<file path="src/rtl/usb_tx_sched.sv">
// ---------------------------------------------------------------------------
// usb_tx_sched
// Sequencer/arbiter in front of usb_tx. Two requesters share the single TX
// packet engine:
//   - handshake port (ACK=1, NAK=2, STALL=3)
//   - command port   (DIDX=5, DPARAM=6, DDIDX=7)
// Each packet runs GRANT -> START -> WAITD -> REL -> GAP -> IDLE. A packet
// whose type is not legal for its port is granted (consumed) and then
// rejected with err. WAITD aborts with err after TMO_CYC cycles without fd.
//
// Ports
//   clk, rst                 clock, synchronous active-low reset
//   hs_req/hs_type/hs_gnt    handshake request, type, 1-cycle grant
//   cmd_req/cmd_type/cmd_data/cmd_gnt  command request, type, word, grant
//   tx_fs/tx_fd              frame start (level) / frame done (level)
//   tx_btype/tx_data_cmd     packet type / command word, registered
//   busy                     high whenever the sequencer is not IDLE
//   done                     1-cycle pulse on normal completion
//   err                      1-cycle pulse on timeout or illegal type
//
// Configuration macro: USB_TX_SCHED_RR_EN
//   defined   -> round-robin on ties (last winner remembered, reset = cmd)
//   undefined -> fixed priority, handshake over command
// ---------------------------------------------------------------------------
module usb_tx_sched #(
    parameter int GAP_CYC = 4,
    parameter int TMO_CYC = 1024
) (
    input  logic        clk,
    input  logic        rst,
    input  logic        hs_req,
    input  logic [3:0]  hs_type,
    output logic        hs_gnt,
    input  logic        cmd_req,
    input  logic [3:0]  cmd_type,
    input  logic [31:0] cmd_data,
    output logic        cmd_gnt,
    output logic        tx_fs,
    input  logic        tx_fd,
    output logic [3:0]  tx_btype,
    output logic [31:0] tx_data_cmd,
    output logic        busy,
    output logic        done,
    output logic        err
);

    localparam int TW = $clog2(TMO_CYC + 1);
    localparam int GW = (GAP_CYC > 0) ? $clog2(GAP_CYC + 1) : 1;
    localparam logic [TW-1:0] TMO_LAST = TW'(TMO_CYC - 1);
    localparam logic [GW-1:0] GAP_LAST = GW'(GAP_CYC - 1);

    typedef enum logic [2:0] {
        S_IDLE  = 3'd0,
        S_GRANT = 3'd1,
        S_START = 3'd2,
        S_WAITD = 3'd3,
        S_REL   = 3'd4,
        S_GAP   = 3'd5
    } state_t;

    function automatic logic f_hs_legal(input logic [3:0] t);
        return (t >= 4'd1) && (t <= 4'd3);
    endfunction

    function automatic logic f_cmd_legal(input logic [3:0] t);
        return (t >= 4'd5) && (t <= 4'd7);
    endfunction

    state_t        r_state, w_state_nxt;
    logic [TW-1:0] r_tmo, w_tmo_nxt;
    logic [GW-1:0] r_gap, w_gap_nxt;
    logic          r_abort, w_abort_nxt;     // current packet ended by timeout
    logic          r_is_hs, w_is_hs_nxt;     // current packet came from hs port
    logic          r_hs_gnt, w_hs_gnt_nxt;
    logic          r_cmd_gnt, w_cmd_gnt_nxt;
    logic          r_tx_fs, w_fs_nxt;
    logic [3:0]    r_tx_btype, w_btype_nxt;
    logic [31:0]   r_tx_data_cmd, w_data_nxt;
    logic          r_busy, w_busy_nxt;
    logic          r_done, w_done_nxt;
    logic          r_err, w_err_nxt;
    logic          w_pick_hs;

`ifdef USB_TX_SCHED_RR_EN
    logic          r_last_hs, w_last_hs_nxt;  // 1: hs won the previous grant

    // Round-robin pick: on a tie the port not served last wins
    always_comb begin
        w_pick_hs = hs_req & (~cmd_req | ~r_last_hs);
    end
`else
    // Fixed-priority pick: handshake always beats command
    always_comb begin
        w_pick_hs = hs_req;
    end
`endif

    // Next-state and next-output decode
    always_comb begin
        w_state_nxt   = r_state;
        w_tmo_nxt     = r_tmo;
        w_gap_nxt     = r_gap;
        w_abort_nxt   = r_abort;
        w_is_hs_nxt   = r_is_hs;
        w_hs_gnt_nxt  = 1'b0;
        w_cmd_gnt_nxt = 1'b0;
        w_fs_nxt      = 1'b0;
        w_btype_nxt   = r_tx_btype;
        w_data_nxt    = r_tx_data_cmd;
        w_done_nxt    = 1'b0;
        w_err_nxt     = 1'b0;
`ifdef USB_TX_SCHED_RR_EN
        w_last_hs_nxt = r_last_hs;
`endif
        case (r_state)
            S_IDLE: begin
                if (hs_req || cmd_req) begin
                    w_state_nxt = S_GRANT;
                    w_is_hs_nxt = w_pick_hs;
`ifdef USB_TX_SCHED_RR_EN
                    w_last_hs_nxt = w_pick_hs;
`endif
                    if (w_pick_hs) begin
                        w_hs_gnt_nxt = 1'b1;
                        w_btype_nxt  = hs_type;
                        w_data_nxt   = 32'h0000_0000;
                    end else begin
                        w_cmd_gnt_nxt = 1'b1;
                        w_btype_nxt   = cmd_type;
                        w_data_nxt    = cmd_data;
                    end
                end else begin
                    w_state_nxt = S_IDLE;
                end
            end
            S_GRANT: begin
                // The request is already consumed; an illegal type only ends the packet
                if (r_is_hs ? f_hs_legal(r_tx_btype) : f_cmd_legal(r_tx_btype)) begin
                    w_state_nxt = S_START;
                    w_fs_nxt    = 1'b1;
                end else begin
                    w_state_nxt = S_IDLE;
                    w_err_nxt   = 1'b1;
                end
            end
            S_START: begin
                w_state_nxt = S_WAITD;
                w_fs_nxt    = 1'b1;
                w_tmo_nxt   = '0;
                w_abort_nxt = 1'b0;
            end
            S_WAITD: begin
                // A stale fd also lands here; REL only finishes once fd falls
                if (tx_fd) begin
                    w_state_nxt = S_REL;
                end else if (r_tmo == TMO_LAST) begin
                    w_state_nxt = S_REL;
                    w_err_nxt   = 1'b1;
                    w_abort_nxt = 1'b1;
                end else begin
                    w_fs_nxt  = 1'b1;
                    w_tmo_nxt = r_tmo + TW'(1);
                end
            end
            S_REL: begin
                if (!tx_fd) begin
                    w_done_nxt = ~r_abort;
                    w_gap_nxt  = '0;
                    if (GAP_CYC == 0) begin
                        w_state_nxt = S_IDLE;
                    end else begin
                        w_state_nxt = S_GAP;
                    end
                end else begin
                    w_state_nxt = S_REL;
                end
            end
            S_GAP: begin
                if (r_gap == GAP_LAST) begin
                    w_state_nxt = S_IDLE;
                end else begin
                    w_gap_nxt = r_gap + GW'(1);
                end
            end
            default: begin
                w_state_nxt = S_IDLE;
            end
        endcase
        w_busy_nxt = (w_state_nxt != S_IDLE);
    end

    // State, counters and registered outputs
    always_ff @(posedge clk) begin
        if (!rst) begin
            r_state       <= S_IDLE;
            r_tmo         <= '0;
            r_gap         <= '0;
            r_abort       <= 1'b0;
            r_is_hs       <= 1'b0;
            r_hs_gnt      <= 1'b0;
            r_cmd_gnt     <= 1'b0;
            r_tx_fs       <= 1'b0;
            r_tx_btype    <= 4'd0;
            r_tx_data_cmd <= 32'h0000_0000;
            r_busy        <= 1'b0;
            r_done        <= 1'b0;
            r_err         <= 1'b0;
`ifdef USB_TX_SCHED_RR_EN
            r_last_hs     <= 1'b0;
`endif
        end else begin
            r_state       <= w_state_nxt;
            r_tmo         <= w_tmo_nxt;
            r_gap         <= w_gap_nxt;
            r_abort       <= w_abort_nxt;
            r_is_hs       <= w_is_hs_nxt;
            r_hs_gnt      <= w_hs_gnt_nxt;
            r_cmd_gnt     <= w_cmd_gnt_nxt;
            r_tx_fs       <= w_fs_nxt;
            r_tx_btype    <= w_btype_nxt;
            r_tx_data_cmd <= w_data_nxt;
            r_busy        <= w_busy_nxt;
            r_done        <= w_done_nxt;
            r_err         <= w_err_nxt;
`ifdef USB_TX_SCHED_RR_EN
            r_last_hs     <= w_last_hs_nxt;
`endif
        end
    end

    assign hs_gnt      = r_hs_gnt;
    assign cmd_gnt     = r_cmd_gnt;
    assign tx_fs       = r_tx_fs;
    assign tx_btype    = r_tx_btype;
    assign tx_data_cmd = r_tx_data_cmd;
    assign busy        = r_busy;
    assign done        = r_done;
    assign err         = r_err;

endmodule

</file>
<file path="config.mk">
export PLATFORM = sky130hd
export DESIGN_NAME = usb_tx_sched
export DESIGN_NICKNAME = d
export VERILOG_FILES = /design/src/rtl/usb_tx_sched.sv
export SDC_FILE = /design/constraint.sdc
export NUM_CORES = 1
export LEC_CHECK = 0
export ABC_AREA = 1
export ABC_CLOCK_PERIOD_IN_PS = 1900
export BUFFER_PORTS_ARGS = -buffer_cell sky130_fd_sc_hd__clkbuf_2
export CORE_ASPECT_RATIO = 1.5
export CORE_MARGIN = 5
export CORE_UTILIZATION = 49
export CTS_CLUSTER_DIAMETER = 150
export DETAILED_ROUTE_END_ITERATION = 8
export HOLD_SLACK_MARGIN = 0.05
export PLACE_DENSITY = 0.78
export SLEW_MARGIN = 20
export SYNTH_ARGS = -nofsm -noshare
export SYNTH_HDL_FRONTEND = slang
export SYNTH_SLANG_ARGS = --single-unit
</file>
<file path="constraint.sdc">
create_clock -name clk -period 1.9 [get_ports clk]
set_input_delay 0.095 -clock clk [delete_from_list [all_inputs] [get_ports clk]]
set_output_delay 0.095 -clock clk [all_outputs]
set_load 0.01 [all_outputs]
</file>
==> results of run 1 <==
where the power goes:
part | switching, W | internal [W]
sequential | 0.0000388 | 0.00135
clock | 0.000491 | 0.000812
combinational | 0.000273 | 0.000206
cells in the mapped netlist, types with 2 or more instances:
cell and n:
sky130_fd_sc_hd__ha_1 3, sky130_fd_sc_hd__o21ai_0 8, sky130_fd_sc_hd__nand2_4 2, sky130_fd_sc_hd__buf_2 4
sky130_fd_sc_hd__buf_4 4, sky130_fd_sc_hd__nor2_2 2, sky130_fd_sc_hd__nor2_4 3, sky130_fd_sc_hd__nand2_1 83
sky130_fd_sc_hd__nor2_1 23, sky130_fd_sc_hd__nand4_1 4, sky130_fd_sc_hd__clkinv_1 2, sky130_fd_sc_hd__nor3_1 6
sky130_fd_sc_hd__a21oi_1 46, sky130_fd_sc_hd__nand3_1 44, sky130_fd_sc_hd__dfxtp_1 61, sky130_fd_sc_hd__clkbuf_1 8
sky130_fd_sc_hd__a31oi_1 5, sky130_fd_sc_hd__inv_1 25, sky130_fd_sc_hd__inv_2 3
flip-flops by register name, summed over array words and instances (netlist names):
signal,cells
tx_fs,1
err,1
tx_btype,4
r_gap,3
r_is_hs,1
r_tmo,11
hs_gnt,1
r_state,3
r_abort,1
done,1
tx_data_cmd,32
cmd_gnt,1
busy,1
layout make-up:
class | instances | share of cell area
sequential | 61 | 0.336
multi-input combinational | 232 | 0.305
timing repair buffer | 131 | 0.242
clock buffer | 13 | 0.0437
inverter | 30 | 0.0310
tap | 68 | 0.0234
clock inverter | 3 | 0.0186
metrics by stage:
stage	hold WS, ns	cell area (um2)
after CTS	0.0512	3640
after floorplan	0.255	2540
after global routing	0.0830	3640
after detailed placement	0.354	3010
after global placement	0.346	3010
final	0.0626	3640
layer usage:
layer / GRT usage / vias up
li1: - / 1362
met1: 0.258 / 1254
met2: 0.397 / 96
met3: 0.0679 / 24
met4: 0.123 / 0
met5: 0 / -
final timing paths:
path                                     to  slack, ns  cells after the start
worst min register to register         done       0.43                      1
worst max-delay path            tx_btype[2]       0.11                      7
worst max register to register  tx_btype[2]       0.11                      7
worst min-delay path                cmd_gnt       0.06                      2
logic make-up after synthesis:
| group | share of synthesized area |
|---|---|
| AOI/OAI and AO/OA | 0.121 |
| buffers and inverters | 0.0804 |
| and+or+nand+nor | 0.302 |
| DFF | 0.481 |
| adders and majority gates | 0.0148 |
repair_timing:
item	4_1_cts	5_1_grt
gates resized for setup	0	0
hold endpoints to repair	36	0
hold buffers	40	0
==> results.ini, run 1 <==
[floorplanning]
initial_utilization = 0.499
std_cell_rows = 32
overall_die_width_um = 68.7
io_pins = 87
chipHeight_um = 98.1
core_area_um2 = 5080
die_area_um2 = 6740

[clock_tree]
clock_tree.root_cell = sky130_fd_sc_hd__clkbuf_8
tritoncts_sink_count = 61
ctsHtreeMaxLevel = 3
postCtsSetupRepairBufs = 0
path_clk_slew_ns = 0.07
clock_tree.buffer_depth = 2
worst_skew_pair.late_latency_ns = 0.33
cts_buffers = 9
tritoncts_clock_tree = built

[routing]
met1_wirelength_um = 2820
via_count = 2736
post_drt_via_cell_ratio = 5.09
detail_route.first_pass.iterations = 4
finalWirelength_um = 7410
dr_wl_met3_um = 427
wire_per_inst_um = 13.8
detailedRoute.firstIterationViolations = 190
wl_met2_um = 3880
drt_drc_violations_left = 0
maxUsedRoutingLayer = met4
ant_nets = 0

[layout]
share_of_layout_cells_above_drive_strength_1 = 0.249
multi_input_area_um2 = 1110
register_area_um2 = 1220
final_core_utilization = 0.715
commonest_non_fill_non_tap_cell_in_the_layout = sky130_fd_sc_hd__clkbuf_2
fillers = 409
final_cell_mix = sky130_fd_sc_hd__clkbuf_2 (86), sky130_fd_sc_hd__nand2_1 (83), sky130_fd_sc_hd__dfxtp_1 (61), sky130_fd_sc_hd__a21oi_1 (46), sky130_fd_sc_hd__nand3_1 (44)
antenna_cells_inserted = 0
layout-area-overhead-vs-synth_pct = 43.4
numnets_final = 513
layoutNonFillerInstCount = 538

[setup_path]
setup.worst_path.start = r_state[2]
crit_required_ns = 2.18
critPathBufInv = 3
end_kind = flip-flop
crit_family = buffers and inverters
worst-path-max-fanout = 10
timing.rr.start = r_state[2]
crit_arrival_ns = 2.07
critical_path.cell_chain = inv_1 > nand3_1 > nor2_2 > buf_4 > o21ai_0 > a31oi_1 > dlygate4sd3_1
critical_path.startpoint_type = flip-flop
worst_path_largest_cell_delay_ns = 0.58
critPathKind = flip-flop to flip-flop
critical-path-slowest-cell = sky130_fd_sc_hd__dlygate4sd3_1

[timing]
max_freq_mhz = 560
final_max_slew_viol_count = 0
final_worst_clock_skew_ns = 0.00640
hold_viol_final = 0
report.final.setup_viol = 0
grt_setup_unrepaired = false
timing.max_slew.rel_slack = 0.627
setup_tns_ns = 0
layout_worst_path_cycle_share = 0.940
post_layout_minimum_cycle_time_ns = 1.79
timing_worst_slew_pin_value_ns = 0.559
final_critical_path_setup_slack_ns = 0.115

[global_route]
wire_length_of_the_first_global_routing_pass_um = 12100
number_of_global_route_vias_before_repair = 2763
maximum_number_of_pins_on_one_net_before_global_route_repair = 35
initial_antenna_violation_count = 0
overflow = 0
grt_use_total = 0.236

[synth]
yosys_register_bits = 61
synth.net_count = 388
synth_warnings = 0
synth_enable_flop_cells = 0
synth_top_flop_cell = sky130_fd_sc_hd__dfxtp_1
yosys.area.top_type = sky130_fd_sc_hd__dfxtp_1
synthCells = 340
netlist_area_um2 = 2540
avgSynthCellArea_um2 = 7.46
ys_async_sr_fraction = 0
netlist.area_leader.share = 0.481
synth_area_leaders = sky130_fd_sc_hd__dfxtp_1 (48%), sky130_fd_sc_hd__nand2_1 (12%), sky130_fd_sc_hd__a21oi_1 (9.1%)
netlist-cell-type-count = 23
synth_sequential_area_ratio = 0.481

[outcome]
status = completed

[worst_hold_path]
worstHoldStart = hs_req
worstHoldPathType = input pin to flip-flop

[place]
numPortBuffers = 86
dpl.hpwl_um = 4630
dp.cells = 482
placement.setup.worst_slack_ns = 0.301
routabilityCongestion = 0.787

[power]
power_density_nw_per_um2 = 871
overall_power_w = 0.00317
vdd.ir_drop.worst_v = 0.000659
cellLeakagePower_nw = 1.66

[job]
cap_viol_max_count = 0

No activity file was read; power rests on OpenSTA's default activity.
==> inputs of run 2 (changes only) <==
CORE_UTILIZATION = 52   (was 49)
CTS_BUF_LIST = sky130_fd_sc_hd__clkbuf_2   (was not set)
PLACE_DENSITY = 0.82   (was 0.78)
==> run 2 against run 1 <==
- combinational power grew 19%
- clock power shrank 52%
- die area is 5.1% lower
- non-clock buffer count increased by 12
- clock-buffer cell count shrank 3
- hold slack better by 0.17 ns
- wire length grew 10%
- critical endpoint is now tx_btype[3]
- largest power group unchanged
==> results.ini, run 2 (same netlist as run 1, synthesis figures left out) <==
[layout]
commonest_non_fill_non_tap_cell_in_the_layout = sky130_fd_sc_hd__clkbuf_2
share_of_layout_cells_above_drive_strength_1 = 0.264  ; +0.0151
numnets_final = 525  ; +2.3%
final_cell_mix = sky130_fd_sc_hd__clkbuf_2 (96), sky130_fd_sc_hd__nand2_1 (83), sky130_fd_sc_hd__dfxtp_1 (60), sky130_fd_sc_hd__a21oi_1 (46)
layout-area-overhead-vs-synth_pct = 42.5
antenna_cells_inserted = 0  ; unchanged
multi_input_area_um2 = 1120  ; +0.45%
fillers = 317  ; -22%
max_ffs_per_register = 32  ; unchanged
layoutNonFillerInstCount = 547  ; +1.7%
register_area_um2 = 1220  ; +0.10%
final_core_utilization = 0.758  ; +0.0424

[floorplanning]
std_cell_rows = 31  ; -3.1%
core_area_um2 = 4770  ; -6.2%
die_area_um2 = 6400  ; -5.1%
initial_utilization = 0.532  ; +0.0328
io_pins = 87  ; unchanged
chipHeight_um = 95.5  ; -2.6%
overall_die_width_um = 67.0  ; -2.5%

[global_route]
number_of_global_route_vias_before_repair = 2846  ; +3.0%
grt_use_total = 0.259  ; +0.0234
wire_length_of_the_first_global_routing_pass_um = 12500  ; +3.0%
met3_usage = 0.0719  ; +0.00404
globalRouteMet2Util = 0.464  ; +0.0670
initial_antenna_violation_count = 0  ; unchanged
maximum_number_of_pins_on_one_net_before_global_route_repair = 37  ; +5.7%
grtUsageMet1 = 0.256  ; -0.00188
overflow = 0  ; unchanged
grt_busiest_layer = met2

[setup_path]
ff2ff_setup_slack_ns = 0.07  ; -0.05 ns
crit_arrival_ns = 2.29  ; +0.22 ns
crit_required_ns = 2.36  ; +0.18 ns
critPathKind = flip-flop to flip-flop
worst-path-max-fanout = 8  ; -2
end_kind = flip-flop
critical_path.startpoint_type = flip-flop

[routing]
wire_per_inst_um = 14.9  ; +8.2%
detailedRoute.firstIterationViolations = 175  ; -7.9%
drt_drc_violations_left = 0  ; unchanged
post_drt_via_cell_ratio = 5.33  ; +4.8%
detail_route.first_pass.iterations = 5  ; +1
ant_nets = 0  ; unchanged
finalWirelength_um = 8150  ; +10%
via_count = 2914  ; +6.5%

[place]
numPortBuffers = 86  ; unchanged
dp.cells = 479  ; -0.62%
routabilityCongestion = 0.800  ; +1.6%
dpl.hpwl_um = 4690  ; +1.3%
placement.setup.worst_slack_ns = 0.249  ; -0.0517 ns

[power]
power_density_nw_per_um2 = 715  ; -18%
vdd.ir_drop.worst_v = 0.000484  ; -26%
cellLeakagePower_nw = 1.67  ; +0.44%

[outcome]
status = completed

[clock_tree]
worst_skew_pair.late_latency_ns = 0.50  ; +0.17 ns
tritoncts_clock_tree = built
clock_tree.buffer_depth = 2  ; unchanged
clock_tree.root_cell = sky130_fd_sc_hd__clkbuf_2
path_clk_slew_ns = 0.17  ; +0.10 ns
tritoncts_sink_count = 61  ; unchanged
ctsHtreeMaxLevel = 3  ; unchanged
cts_buffers = 9  ; unchanged

[timing]
final_worst_clock_skew_ns = 0.0198  ; +0.0134 ns
setup_tns_ns = 0  ; unchanged
final_max_slew_viol_count = 0  ; unchanged
post_layout_minimum_cycle_time_ns = 1.83  ; +0.0462 ns
final_critical_path_setup_slack_ns = 0.0687  ; -0.0462 ns
layout_worst_path_cycle_share = 0.964  ; +0.0243
timing_worst_slew_pin_value_ns = 0.967  ; +0.408 ns
max_freq_mhz = 546  ; -2.5%
report.final.setup_viol = 0  ; unchanged
timing.max_slew.rel_slack = 0.351  ; -0.275
hold_viol_final = 0  ; unchanged

[job]
cap_viol_max_count = 0  ; unchanged

[worst_hold_path]
worstHoldPathType = input pin to flip-flop

## run 2: changes by cell type in the layout (fill, tap and decap cells not counted), sizes merged
cell,previous run,this run
clkinvlp,1,2
buf,5,12
clkbuf,99,97
dlygate4sd3,40,44
bufinv,2,0
clkinv,2,5
## run 2: path summary, 6_finish.rpt
kind,startpoint,end,cells past startpoint
setup / recovery,r_state[0],tx_btype[3],7
hold / removal,cmd_req,hs_gnt,6
setup reg to reg,r_state[0],tx_btype[3],7
hold reg to reg,r_abort,done,1
## run 2: repair_timing
action	CTS	global route
endpoints found under the setup margin	0	2
endpoints found under the hold margin	53	0
resized for setup	0	7
hold buffers	44	0
buffers inserted	0	8
## run 2: layout make-up
| class | instances | area share |
|---|---|---|
| Inverter | 30 | 0.0312 |
| Sequential cell | 61 | 0.338 |
| Clock inverter | 5 | 0.00796 |
| Tap cell | 66 | 0.0228 |
| Clock buffer | 10 | 0.0138 |
| Timing Repair Buffer | 143 | 0.277 |
| Multi-Input combinational cell | 232 | 0.309 |
## run 2: where the power goes
group / internal [W] / switching [W]
Combinational: 0.000268 / 0.000303
Clock: 0.000161 / 0.000465
Sequential: 0.00135 / 0.0000409
## run 2: through the flow
stage	hold slack [ns]	cell area, um2	total power, W
floorplan	0.255	2540	0.00166
global placement	0.346	2990	0.00180
detailed placement	0.351	2990	0.00180
CTS	0.172	3510	0.00249
global route	0.235	3610	0.00270
finish	0.233	3610	0.00259
## run 2: layer usage
metal / share of wire / wire (um)
met1: 0.35 / 2840
met4: 0.041 / 331
met2: 0.53 / 4330
met3: 0.080 / 649
met5: 0 / 0
## run 2: critical path, cell delays in order (launching register included)
cell and delay [ns]:
sky130_fd_sc_hd__dfxtp_2 0.36, sky130_fd_sc_hd__inv_1 0.10, sky130_fd_sc_hd__nand3_1 0.14, sky130_fd_sc_hd__nor2_4 0.21, sky130_fd_sc_hd__buf_6 0.16, sky130_fd_sc_hd__o21ai_0 0.10, sky130_fd_sc_hd__a31oi_1 0.17, sky130_fd_sc_hd__dlygate4sd3_1 0.57
==> inputs of run 3 (changes only) <==
ABC_AREA = not set   (was 1)
CORE_UTILIZATION = 51   (was 52)
==> run 3 against run 2 <==
- sequential power barely moved
- combinational power down 8.4%
- power rose by 6.6%
- wire length is 15% lower
- utilization increased by 0.51 points
- hold slack improved by 0.14 ns
- global-route usage decreased by 2.1 points
- area after synthesis fell by 7.1%
- flip-flop and latch count unchanged
- clock power grew 31%
- register-to-register slack improved by 0.03 ns
- critical path depth is 2 lower
==> results.ini, run 3 <==
[routing]
drt_drc_violations_left = 0  ; unchanged
detail_route.first_pass.iterations = 5  ; unchanged
via_count = 2491  ; -15%
finalWirelength_um = 6930  ; -15%
post_drt_via_cell_ratio = 5.60  ; +5.1%
ant_nets = 0  ; unchanged
wire_per_inst_um = 15.6  ; +4.6%
detailedRoute.firstIterationViolations = 177  ; +1.1%

[synth]
netlist.area_leader.share = 0.518  ; +0.0365
netlist-cell-type-count = 44  ; +91%
synth_warnings = 0  ; unchanged
synth_enable_flop_cells = 0  ; unchanged
synth_top_cells_by_count = sky130_fd_sc_hd__dfxtp_1 (61), sky130_fd_sc_hd__nor2_1 (50), sky130_fd_sc_hd__o22ai_1 (28)
ys_async_sr_fraction = 0  ; unchanged
synthCells = 258  ; -24%
avgSynthCellArea_um2 = 9.14  ; +22%
synth.net_count = 306  ; -21%
netlist_area_um2 = 2360  ; -7.1%
yosys_register_bits = 61  ; unchanged
synth_most_common_cell = sky130_fd_sc_hd__dfxtp_1
yosys.area.top_type = sky130_fd_sc_hd__dfxtp_1
synth_sequential_area_ratio = 0.518  ; +0.0365
synth_area_leaders = sky130_fd_sc_hd__dfxtp_1 (52%), sky130_fd_sc_hd__nor2_1 (8.0%), sky130_fd_sc_hd__o22ai_1 (7.4%)
synth_top_flop_cell = sky130_fd_sc_hd__dfxtp_1

[clock_tree]
path_clk_slew_ns = 0.19  ; +0.02 ns
clock_tree.buffer_depth = 2  ; unchanged
worst_skew_pair.late_latency_ns = 0.51  ; about the same
tritoncts_sink_count = 61  ; unchanged
cts_buffers = 9  ; unchanged
ctsHtreeMaxLevel = 3  ; unchanged
tritoncts_clock_tree = built
clock_tree.root_cell = sky130_fd_sc_hd__clkbuf_2
postCtsSetupRepairBufs = 0  ; unchanged

[setup_path]
ff2ff_setup_slack_ns = 0.10  ; +0.03 ns
critical_path.startpoint_type = flip-flop
reg2reg_depth = 5  ; -2
critPathKind = flip-flop to flip-flop
crit_arrival_ns = 2.20  ; -0.09 ns
critical-path-slowest-cell = sky130_fd_sc_hd__dfxtp_1
crit_family = compound AO/OA/AOI/OAI gates
crit-reg2reg-capture = busy
critPathBufInv = 1  ; -2
worst-path-max-fanout = 6  ; -2
critical_path.cell_chain = ha_1 > inv_1 > o41ai_4 > a31oi_1 > or3_1
crit_required_ns = 2.30  ; -0.06 ns
timing.rr.start = r_tmo[1]
worst_path_largest_cell_delay_ns = 0.45  ; -0.12 ns
end_kind = flip-flop

[layout]
final_cell_mix = sky130_fd_sc_hd__clkbuf_2 (95), sky130_fd_sc_hd__dfxtp_1 (60), sky130_fd_sc_hd__nor2_1 (50), sky130_fd_sc_hd__dlygate4sd3_1 (44), sky130_fd_sc_hd__o22ai_1 (28)
fillers = 283  ; -11%
numnets_final = 440  ; -16%
layout-area-overhead-vs-synth_pct = 45.8
max_ffs_per_register = 32  ; unchanged
register_area_um2 = 1220  ; unchanged
share_of_layout_cells_above_drive_strength_1 = 0.292  ; +0.0282
antenna_cells_inserted = 0  ; unchanged
commonest_non_fill_non_tap_cell_in_the_layout = sky130_fd_sc_hd__clkbuf_2
multi_input_area_um2 = 1050  ; -5.9%

[job]
cap_viol_max_count = 0  ; unchanged

[power]
power_frac_comb = 0.190  ; -0.031
part_of_the_total_power_dissipated_in_the_clock_network = 0.296  ; +0.054
vdd.ir_drop.worst_v = 0.000842  ; +74%
part_of_the_total_power_dissipated_in_sequential_elements = 0.514  ; -0.023
power_density_nw_per_um2 = 802  ; +12%
net-switching-power_w = 0.000829  ; +2.5%
cellLeakagePower_nw = 1.54  ; -7.7%
swShare = 0.301  ; -0.0122
power_report.internal_total_w = 0.00193  ; +8.5%
overall_power_w = 0.00276  ; +6.6%

[worst_hold_path]
count_of_cells_along_the_worst_hold_path = 4  ; -2
worstHoldEndpoint = tx_data_cmd[27]
worstHoldPathType = input pin to flip-flop
worstHoldStart = cmd_data[27]

[place]
dpl.hpwl_um = 4330  ; -7.6%
routabilityCongestion = 0.878  ; +9.8%
numPortBuffers = 86  ; unchanged
placement.setup.worst_slack_ns = 0.122  ; -0.128 ns

[timing]
setup_tns_ns = 0  ; unchanged
final_worst_clock_skew_ns = 0.0183  ; -0.00152 ns
fin_hold_ws_ns = 0.370  ; +0.137 ns
grt_setup_unrepaired = false
timing.max_slew.rel_slack = 0.667  ; +0.316
report.final.setup_viol = 0  ; unchanged
max_freq_mhz = 557  ; +1.9%
timing_worst_slew_pin_value_ns = 0.494  ; -0.473 ns
hold_viol_final = 0  ; unchanged
post_layout_minimum_cycle_time_ns = 1.80  ; -0.0344 ns
final_max_slew_viol_count = 0  ; unchanged
layout_worst_path_cycle_share = 0.946  ; -0.0181
final_critical_path_setup_slack_ns = 0.103  ; +0.0344 ns

[global_route]
initial_antenna_violation_count = 0  ; unchanged
maximum_number_of_pins_on_one_net_before_global_route_repair = 37  ; unchanged
wire_length_of_the_first_global_routing_pass_um = 11100  ; -11%
number_of_global_route_vias_before_repair = 2375  ; -17%
grt_use_total = 0.238  ; -0.0212
overflow = 0  ; unchanged

[floorplanning]
die_area_um2 = 6110  ; -4.6%
initial_utilization = 0.523  ; -0.00827
std_cell_rows = 30  ; -3.2%
overall_die_width_um = 65.5  ; -2.3%
chipHeight_um = 93.3  ; -2.4%
core_area_um2 = 4500  ; -5.6%
io_pins = 87  ; unchanged

[outcome]
status = completed

-- run 3: cells by family after synthesis --
| logic type | after synthesis | synth area share |
|---|---|---|
| buf+inv | 21 | 0.0366 |
| compound gates | 72 | 0.208 |
| flops | 61 | 0.518 |
| fa+ha+maj | 3 | 0.0159 |
| simple gates | 96 | 0.201 |
| xor+xnor | 1 | 0.00372 |
| mux | 4 | 0.0170 |
-- run 3: timing repair --
action | in CTS | in global routing
gates resized for setup | 0 | 1
hold buffers | 44 | 0
endpoints found under the setup margin | 0 | 2
endpoints found under the hold margin | 45 | 0
-- run 3: through the flow --
| step | instance area, um2 | instances | util |
|---|---|---|---|
| floorplan | 2360 | 258 | - |
| finish | 3440 | 445 | 0.763 |
| global route | 3440 | 445 | 0.763 |
| global placement | 2870 | 385 | 0.638 |
| detailed placement | 2870 | 385 | 0.638 |
| CTS | 3430 | 445 | 0.763 |
-- run 3: area by class of cell --
class	instances	area share
sequential	61	0.356
multi-input combinational	176	0.306
timing repair buffer	139	0.280
clock inverter	7	0.0222
tap	48	0.0175
clock buffer	9	0.0131
inverter	5	0.00546
-- run 3: power groups by stage --
stage | combinational, W | sequential [W] | clock, W
after global routing | 0.000572 | 0.00143 | 0.000901
after global placement | 0.000430 | 0.00144 | 0
after CTS | 0.000515 | 0.00141 | 0.000828
final | 0.000523 | 0.00142 | 0.000817
after floorplan | 0.000211 | 0.00147 | 0
after detailed placement | 0.000439 | 0.00144 | 0
-- run 3: routing by layer --
layer  wire (um)  global-route usage  vias up  share of wire
li1            -                   -     1225              -
met3         562               0.102       13          0.081
met5           0                   0        -              0
met4         138              0.0986        0          0.020
met2        3500               0.396      123           0.50
met1        2730               0.263     1130           0.39
-- run 3: worst max-delay path by stage --
stage	startpoint	end	depth (start not counted)
after floorplan	r_tmo[0]	busy	5
after global placement	r_tmo[0]	busy	5
after detailed placement	r_tmo[0]	busy	5
after CTS	r_tmo[0]	busy	5
after global routing	r_tmo[1]	busy	5
final	r_tmo[1]	busy	5
-- run 3: tightest hold or removal path: stages --
cell and delay (ns):
sky130_fd_sc_hd__dlygate4sd3_1 0.52, sky130_fd_sc_hd__clkbuf_2 0.09, sky130_fd_sc_hd__o22ai_1 0.07, sky130_fd_sc_hd__nor2_1 0.08
